<file path="src/rtl/cpu_ctrl_pkg.sv">
// cpu_ctrl_pkg: shared definitions for the PC sequencer / branch resolver.
//   - run-control state encodings (ST_IDLE/ST_RUN/ST_HALT)
//   - branch condition-code constants (COND_BZ..COND_RSVD)
//   - flag bit positions inside the {nf,zf,cf} flag vector
//   - cond_true(): evaluates a condition code against a flag vector
package cpu_ctrl_pkg;

  typedef enum logic [1:0] {
    ST_IDLE = 2'b00,
    ST_RUN  = 2'b01,
    ST_HALT = 2'b10
  } state_e;

  localparam logic [2:0] COND_BZ   = 3'b000;
  localparam logic [2:0] COND_BNZ  = 3'b001;
  localparam logic [2:0] COND_BN   = 3'b010;
  localparam logic [2:0] COND_BNN  = 3'b011;
  localparam logic [2:0] COND_BC   = 3'b100;
  localparam logic [2:0] COND_BNC  = 3'b101;
  localparam logic [2:0] COND_JMP  = 3'b110;
  localparam logic [2:0] COND_RSVD = 3'b111;

  localparam int FLAG_CF = 0;
  localparam int FLAG_ZF = 1;
  localparam int FLAG_NF = 2;

  function automatic logic cond_true(input logic [2:0] cond, input logic [2:0] flags);
    logic res;
    res = 1'b0;
    case (cond)
      COND_BZ:  res =  flags[FLAG_ZF];
      COND_BNZ: res = !flags[FLAG_ZF];
      COND_BN:  res =  flags[FLAG_NF];
      COND_BNN: res = !flags[FLAG_NF];
      COND_BC:  res =  flags[FLAG_CF];
      COND_BNC: res = !flags[FLAG_CF];
      COND_JMP: res = 1'b1;
      default:  res = 1'b0;  // reserved encoding is never taken
    endcase
    return res;
  endfunction

endpackage

</file>
<file path="src/rtl/pc_flag_reg.sv">
// pc_flag_reg: {nf,zf,cf} condition flag register.
// Ports:
//   clock_i, reset_i     clock, synchronous active-high reset
//   upd_i                flag writes permitted this cycle (enabled and running)
//   clr_i                clear all flags (restart out of HALT)
//   flag_we_i            ALU result valid
//   alu_res_i/alu_carry_i  ALU result and carry out
//   flags_o              registered flags
//   flags_eval_o         flags the branch condition is evaluated against
// Build option: FLAG_FWD_EN forwards this cycle's ALU flags to flags_eval_o
// when flag_we_i is set, so a branch can directly follow its flag-setting op.
module pc_flag_reg #(
  parameter int DATA_W = 16
) (
  input  logic              clock_i,
  input  logic              reset_i,
  input  logic              upd_i,
  input  logic              clr_i,
  input  logic              flag_we_i,
  input  logic [DATA_W-1:0] alu_res_i,
  input  logic              alu_carry_i,
  output logic [2:0]        flags_o,
  output logic [2:0]        flags_eval_o
);
  import cpu_ctrl_pkg::*;

  logic [2:0] flags_q;
  logic [2:0] flags_new;

  assign flags_new = {alu_res_i[DATA_W-1], (alu_res_i == '0), alu_carry_i};

  always_ff @(posedge clock_i) begin
    if (reset_i)                  flags_q <= '0;
    else if (clr_i)               flags_q <= '0;
    else if (upd_i && flag_we_i)  flags_q <= flags_new;
  end

  assign flags_o = flags_q;

`ifdef FLAG_FWD_EN
  assign flags_eval_o = flag_we_i ? flags_new : flags_q;
`else
  assign flags_eval_o = flags_q;
`endif

endmodule

</file>
<file path="src/rtl/pc_branch_ctrl.sv">
// pc_branch_ctrl: PC sequencer and branch resolver with IDLE/RUN/HALT control.
// Ports:
//   clock_i, reset_i   clock, synchronous active-high reset
//   enable_i           global advance; low freezes every register
//   start_i            IDLE->RUN, or HALT->RUN restart (pc and flags cleared)
//   stall_i            hold pc
//   halt_req_i         HALT decoded; enter HALT holding the current pc
//   br_valid_i, br_cond_i, br_base_i, br_offset_i   branch request from EX
//   flag_we_i, alu_res_i, alu_carry_i               flag update from EX
//   pc_o, fetch_valid_o, flush_o                    to instruction fetch
//   flags_o {nf,zf,cf}, state_o (00 IDLE, 01 RUN, 10 HALT)
// Build option: FLAG_FWD_EN (see pc_flag_reg). Requires DATA_W > PC_W.
module pc_branch_ctrl #(
  parameter int PC_W      = 8,
  parameter int DATA_W    = 16,
  parameter int FLUSH_CYC = 3
) (
  input  logic              clock_i,
  input  logic              reset_i,
  input  logic              enable_i,
  input  logic              start_i,
  input  logic              stall_i,
  input  logic              halt_req_i,
  input  logic              br_valid_i,
  input  logic [2:0]        br_cond_i,
  input  logic [DATA_W-1:0] br_base_i,
  input  logic [PC_W-1:0]   br_offset_i,
  input  logic              flag_we_i,
  input  logic [DATA_W-1:0] alu_res_i,
  input  logic              alu_carry_i,
  output logic [PC_W-1:0]   pc_o,
  output logic              fetch_valid_o,
  output logic              flush_o,
  output logic [2:0]        flags_o,
  output logic [1:0]        state_o
);
  import cpu_ctrl_pkg::*;

  localparam int CNT_W = 3;

  state_e            state_q;
  logic [PC_W-1:0]   pc_q;
  logic              fetch_valid_q;
  logic [CNT_W-1:0]  fcnt_q;
  logic [2:0]        flags_eval;
  logic              flushing;
  logic              taken;
  logic [PC_W-1:0]   target;
  logic              unused_base;

  // Only the low PC_W bits of the base register form the target.
  assign unused_base = ^br_base_i[DATA_W-1:PC_W];

  pc_flag_reg #(.DATA_W(DATA_W)) u_flags (
    .clock_i      (clock_i),
    .reset_i      (reset_i),
    .upd_i        (enable_i && (state_q == ST_RUN)),
    .clr_i        (enable_i && (state_q == ST_HALT) && start_i),
    .flag_we_i    (flag_we_i),
    .alu_res_i    (alu_res_i),
    .alu_carry_i  (alu_carry_i),
    .flags_o      (flags_o),
    .flags_eval_o (flags_eval)
  );

  // Requests arriving while flushing belong to squashed instructions.
  assign flushing = (fcnt_q != '0);
  assign taken    = br_valid_i && cond_true(br_cond_i, flags_eval) &&
                    (state_q == ST_RUN) && !flushing;
  assign target   = br_base_i[PC_W-1:0] + br_offset_i;

  always_ff @(posedge clock_i) begin
    if (reset_i) begin
      state_q       <= ST_IDLE;
      pc_q          <= '0;
      fetch_valid_q <= 1'b0;
      fcnt_q        <= '0;
    end else if (enable_i) begin
      case (state_q)
        ST_IDLE: begin
          if (start_i) begin
            state_q       <= ST_RUN;
            pc_q          <= '0;
            fetch_valid_q <= 1'b1;
          end
        end
        ST_RUN: begin
          if (flushing) fcnt_q <= fcnt_q - 1'b1;
          // Branch beats both stall and a same-cycle halt.
          if (taken) begin
            pc_q   <= target;
            fcnt_q <= CNT_W'(FLUSH_CYC);
          end else if (halt_req_i && !flushing) begin
            state_q       <= ST_HALT;
            fetch_valid_q <= 1'b0;
          end else if (!stall_i) begin
            pc_q <= pc_q + 1'b1;
          end
        end
        ST_HALT: begin
          if (start_i) begin
            state_q       <= ST_RUN;
            pc_q          <= '0;
            fetch_valid_q <= 1'b1;
            fcnt_q        <= '0;
          end
        end
        default: state_q <= ST_IDLE;
      endcase
    end
  end

  assign pc_o          = pc_q;
  assign fetch_valid_o = fetch_valid_q;
  assign flush_o       = flushing;
  assign state_o       = state_q;

endmodule

</file>
<file path="config.mk">
export PLATFORM = sky130hd
export DESIGN_NAME = pc_branch_ctrl
export DESIGN_NICKNAME = d
export VERILOG_FILES = /design/src/rtl/cpu_ctrl_pkg.sv /design/src/rtl/pc_flag_reg.sv /design/src/rtl/pc_branch_ctrl.sv
export SDC_FILE = /design/constraint.sdc
export NUM_CORES = 1
export LEC_CHECK = 0
export BUFFER_PORTS_ARGS = -buffer_cell sky130_fd_sc_hd__buf_2
export CAP_MARGIN = 20
export CELL_PAD_IN_SITES_DETAIL_PLACEMENT = 1
export CELL_PAD_IN_SITES_GLOBAL_PLACEMENT = 2
export CORE_MARGIN = 5
export CORE_UTILIZATION = 25
export CTS_BUF_LIST = sky130_fd_sc_hd__clkbuf_4 sky130_fd_sc_hd__clkbuf_8
export CTS_CLUSTER_SIZE = 30
export DETAILED_ROUTE_END_ITERATION = 10
export PLACE_DENSITY = 0.92
export SLEW_MARGIN = 10
export SYNTH_ARGS = -nofsm -noshare
export SYNTH_HDL_FRONTEND = slang
export SYNTH_SLANG_ARGS = --single-unit
export TNS_END_PERCENT = 1
</file>
<file path="constraint.sdc">
create_clock -name clock_i -period 2.5 [get_ports clock_i]
set_clock_uncertainty 0.2 [all_clocks]
set_input_delay 0.25 -clock clock_i [delete_from_list [all_inputs] [get_ports clock_i]]
set_output_delay 0.25 -clock clock_i [all_outputs]
set_load 0.005 [all_outputs]
</file>
; ---- After elaboration in Yosys (flattened, before gate mapping)
; Cells that the tools add are included.
[op_classes]
add_sub_neg = 3
n_eq_ne = 15
mux = 18
reduce_logical = 24
[ops]
columns = cell, n
row1 = two-way mux 8 bit, 4
row2 = zero test 16 bit, 1
row3 = case mux 8 bit (2 select lines), 1
row4 = AND reduction 5 bit, 2
row5 = equality test 3 bit (second input constant), 3
row6 = two-way mux 3 bit, 3
row7 = inequality test 3 bit (second input constant), 3
row8 = adder 8 x 1 -> 8 bit (second input constant), 1
row9 = adder 8 bit, 1
row10 = logical AND 1 bit, 8
row11 = AND reduction 4 bit, 2
row12 = case mux 1 bit (7 select lines), 1
row13 = equality test 3 x 2 -> 1 bit (second input constant), 2
row14 = two-way mux 2 bit, 3
row15 = case mux 3 bit (2 select lines), 1
row16 = zero test 1 bit, 4
row17 = inequality test 2 x 1 -> 1 bit (second input constant), 2
row18 = inequality test 2 bit (second input constant), 2
row19 = case mux 2 bit (2 select lines), 1
row20 = nonzero test 2 bit, 2
row21 = OR reduction 2 bit, 2
row22 = equality test 3 x 1 -> 1 bit (second input constant), 1
row23 = zero test 3 bit, 1
row24 = two-way mux 1 bit, 3
row25 = other kinds (6), 6
[word_totals]
regBits = 17
in_bits = 52
out_inout_bits = 15
word_cells = 65

; ---- Logic depth before layout (Yosys ltp)
[logic_depth]
depth_word = 7
mapped_depth = 10

; ---- Modules after synthesis
; Synthesis repeated with hierarchy kept, for this count alone.
[unflattened]
hier_cells = 189
area_unflattened_um2 = 1492.7
[by_module_without_submodules]
columns = module, n_inst, cells_each, area_each_um2, seq_area_each_um2
row1 = pc_branch_ctrl, 1, 169, 1320.0, 280.3
row2 = pc_flag_reg, 1, 20, 172.7, 60.1

; ---- Worst setup path after synthesis
; OpenSTA, ideal clock, no wires.
[synth_timing]
path_kind = reg2reg
startpoint = register fcnt_q[0]
endpoint = register pc_q[4], in the netlist pc_o[4]
setup_ns = 0.069
arrival_ns = 1.951
setup_slack_ns = 0.280
stages_incl_launch_ff = 11
period_less_slack_ns = 2.220
cell_sequence = dfxtp_1 > inv_1 > ha_1 > ha_1 > nand3_1 > or3_4 > a311o_1 > buf_2 > nor3_1 > o21ai_1 > o21ai_1
[synth_via]
elab_chain_cells = 5
[synth_lines]
columns = item, line_no
row1 = start: declaration, pc_branch_ctrl.sv:44  ; logic [CNT_W-1:0] fcnt_q;
row2 = start signal: assignment, pc_branch_ctrl.sv:88  ; if (flushing) fcnt_q <= fcnt_q - 1'b1;
row3 = start signal: assignment, pc_branch_ctrl.sv:92  ; fcnt_q <= CNT_W'(FLUSH_CYC);
row4 = nonzero test 3 bit *, pc_branch_ctrl.sv:67  ; assign flushing = (fcnt_q != '0);
row5 = zero test 1 bit *, "pc_branch_ctrl.sv:69, pc_branch_ctrl.sv:93"
row6 = logical AND 1 bit (on tied branches), "pc_branch_ctrl.sv:69, pc_branch_ctrl.sv:93"
row7 = inequality test 3 bit (no line) or two-way mux 8 bit (tied branches), -
row8 = AND reduction 5 bit (no line) or case mux 8 bit (2 select lines) (tied branches), -
row9 = end signal: assignment, pc_branch_ctrl.sv:91  ; pc_q <= target;
row10 = end signal: assignment, pc_branch_ctrl.sv:97  ; pc_q <= pc_q + 1'b1;
row11 = end: declaration, pc_branch_ctrl.sv:42  ; logic [PC_W-1:0] pc_q;
; Every way passes the cells marked *; elsewhere a longest branch is shown, timed or not.
; A chain may end at the register's enable or synchronous reset.

; ---- Final worst setup path
; Ends and elaborated chain as after synthesis.

==> impl_metrics.tcl <==
set metrics [dict create \
    clock-sinks 17 \
    hold_viol 0 \
    htree_levels 1 \
    final_area_um2 1810 \
    ys.flop_type "dfxtp_1" \
    synth_cells 171 \
    cts_max_path_buffers 2 \
    internal_power_mw 0.490 \
    num_vias 1503 \
    syn_area_um2 1380 \
    maxSlewViolCount 0 \
    detail-route-antenna-nets 0 \
    critPathSlowestCell "a311o_2" \
    core_um2 5440 \
    p_clk_share_pct 30.9 \
    yosys_warnings 0 \
    synth_edf_count 0 \
    drive_above_1_share_pct 34.9 \
    p_comb_share_pct 29.1 \
    rows 27 \
    switching_power_mw 0.217 \
    path_clk_slew_ns 0.08 \
    cts_root_buf "clkbuf_8" \
    min_period_ns 2.36 \
    seqPwrFrac_pct 40.0 \
    tns_ns 0 \
    worstSkewPairLatency_ns 0.26 \
    ys_seq_area_share_pct 24.7 \
    yosys.area.top_type "dfxtp_1" \
    post_drt_wl_per_cell_um 13.2 \
    synth_top_area_share_pct 24.7 \
    ys_ff_latch 17 \
    syn_nets 234 \
    grt_use_total_pct 11.7 \
    fill_cells 693 \
    gr-total-overflow 0 \
    placed_area_um2 1750 \
    hold_depth 3 \
    reg2reg_depth 9 \
    antenna_found_initial 0 \
    cts_made_buffers 3 \
    diodes 0 \
    cp_max_fo 8 \
    critPathMaxStageDelay_ns 0.50 \
    grt_max_degree 16 \
    grt_pass1_vias 1638 \
    crit_top_cell "o21ai_1" \
    holdBufCountCts 0 \
    area_delta_synth_final_pct 31.9 \
    outcome "finished clean" \
    tritoncts "yes" \
    hpwl_mm 3.37 \
    dieArea_um2 7080 \
    drv_cap 0 \
    critPathKind "reg2reg" \
    synth_cell_types 49 \
    grt_pass1_wl_mm 7.03 \
    viasPerCell 4.94 \
    crit_buf_inv 1 \
    total_power_mw 0.706 \
    syn-mean-instance-area_um2 8.04 \
    worstMarginPinSlew_ns 0.535 \
    timing.fmax_mhz 423 \
    power_density_nw_per_um2 389 \
    crit_cells 9 \
    drtIter0Drc 8 \
    portBuffers 58 \
    utilization_pct 33.4 \
    crit_chain "inv_1, ha_1, ha_2, nand3_1, or3_4, a311o_2, nor3_1, o21ai_1, o21ai_1" \
    cellLeakagePower_nw 0.809 \
    p_sw_share_pct 30.7 \
    arrival_ns 2.35 \
    die_h_um 84.2 \
    path_delay_family "simple AND/OR/NAND/NOR gates" \
    min_path_type "in2reg" \
    setup_violations 0 \
    final_nets 296 \
    totalWireLength_mm 4.01 \
    critPathLaunchType "register" \
    start_util_pct 25.3 \
    synthTopCellsByArea "dfxtp_1, ha_1, a21oi_1" \
    pin_count 67 \
    cp.required_ns 2.49 \
    globalplace.congestion 0.741 \
    dr.pass1.iters 4 \
    synthArstFlopShare_pct 0 \
    slew_headroom_pct 64.3 \
    fp.dieW_um 84.2 \
    cp-end-kind "register" \
    vdd.ir_drop.worst_mv 0.166 \
    final.period_utilization_pct 94.5 \
    post-route-drc-count 0 \
]
[path summary, 6_finish.rpt]
path                                   from                       to  slack, ns
worst min-delay path            alu_carry_i  u_flags.flags_eval_o[0]       0.03
worst min register to register      pc_o[7]                  pc_o[7]       0.27
worst max-delay path              fcnt_q[0]                  pc_o[4]       0.14
worst max register to register    fcnt_q[0]                  pc_o[4]       0.14
[layer usage]
layer  wire length [um]  global-route usage, %  up-vias
met4                 85                   4.53        0
met2               1940                   21.6       37
met5                  0                      0        -
met3                218                   2.65        7
met1               1760                   13.0      703
li1                   -                      -      756
[cell usage in the layout, fill, tap and decap left out, types with 2 or more instances in the layout]
cell type  instances
buf_2             58
a21oi_1           19
dfxtp_1           17
nor2_1            11
inv_1              9
nor3_1             9
o21ai_1            9
ha_1               9
nand3_1            8
nand2_1            6
nor4_1             6
o21ai_0            5
xnor2_1            5
buf_4              5
mux2i_1            4
nand3b_1           3
o22ai_1            3
clkbuf_8           3
or3b_1             2
o211a_1            2
and3_1             2
xor2_1             2
a211oi_1           2
a21o_1             2
nor3b_1            2
[cell families (layout without fill, tap and decap cells)]
family	Yosys count	in the layout	synth area share, %
XOR/XNOR	7	7	4.46
AO/OA/AOI/OAI	52	52	23.1
flip-flops	17	17	24.8
AND/OR/NAND/NOR	63	63	26.6
adder cells (fa/ha/maj)	11	11	10.6
multiplexers	6	6	4.82
buffers and inverters	15	76	5.73
[Yosys cell counts (3+ instances only)]
cell type	number
a21oi_1	20
dfxtp_1	17
nor2_1	12
ha_1	10
nor3_1	10
inv_1	9
o21ai_1	9
nand3_1	8
nand2_1	6
nor4_1	6
o21ai_0	5
xnor2_1	5
mux2i_1	4
nand3b_1	3
o22ai_1	3
[timing repair]
action / 4_1_cts / 5_1_grt
setup buffers: 0 / 0
gates resized for setup: 0 / 6
endpoints found under the hold margin: 0 / 0
endpoints found under the setup margin: 0 / 5
[power groups by stage]
| stage | Sequential (mW) | Clock, mW | Combinational [mW] |
|---|---|---|---|
| after floorplan | 0.289 | 0 | 0.131 |
| after global placement | 0.289 | 0 | 0.201 |
| after detailed placement | 0.289 | 0 | 0.205 |
| after CTS | 0.283 | 0.225 | 0.206 |
| after global routing | 0.284 | 0.235 | 0.234 |
| final | 0.283 | 0.218 | 0.205 |
[state kept, by name, summed over array words and instances, names as in the netlist]
name / count
fcnt_q: 3
fetch_valid_o: 1
u_flags.flags_eval_o: 3
state_o: 2
pc_o: 8
[layout make-up]
type / instances / area (um2) / area share, %
clock buffer: 3 / 41.3 / 2.28
multi-input combinational: 139 / 976 / 53.8
inverter: 9 / 33.8 / 1.86
timing repair buffer: 63 / 328 / 18.1
tap: 72 / 90.1 / 4.97
sequential: 17 / 340 / 18.8
clock inverter: 1 / 5.00 / 0.276
[metrics by stage]
| step | cells | setup slack, ns | hold WS (ns) |
|---|---|---|---|
| floorplan | 171 | 0.280 | 0.194 |
| global placement | 300 | 0.122 | 0.258 |
| detailed placement | 300 | 0.0701 | 0.262 |
| CTS | 304 | 0.0486 | 0.0318 |
| global route | 304 | -0.0220 | 0.0496 |
| finish | 304 | 0.138 | 0.0334 |
[tightest hold or removal path, stage by stage]
cell	delay, ns
buf_2	0.07
mux2i_1	0.05
nor2_1	0.09
No activity file was read; power rests on OpenSTA's default activity.
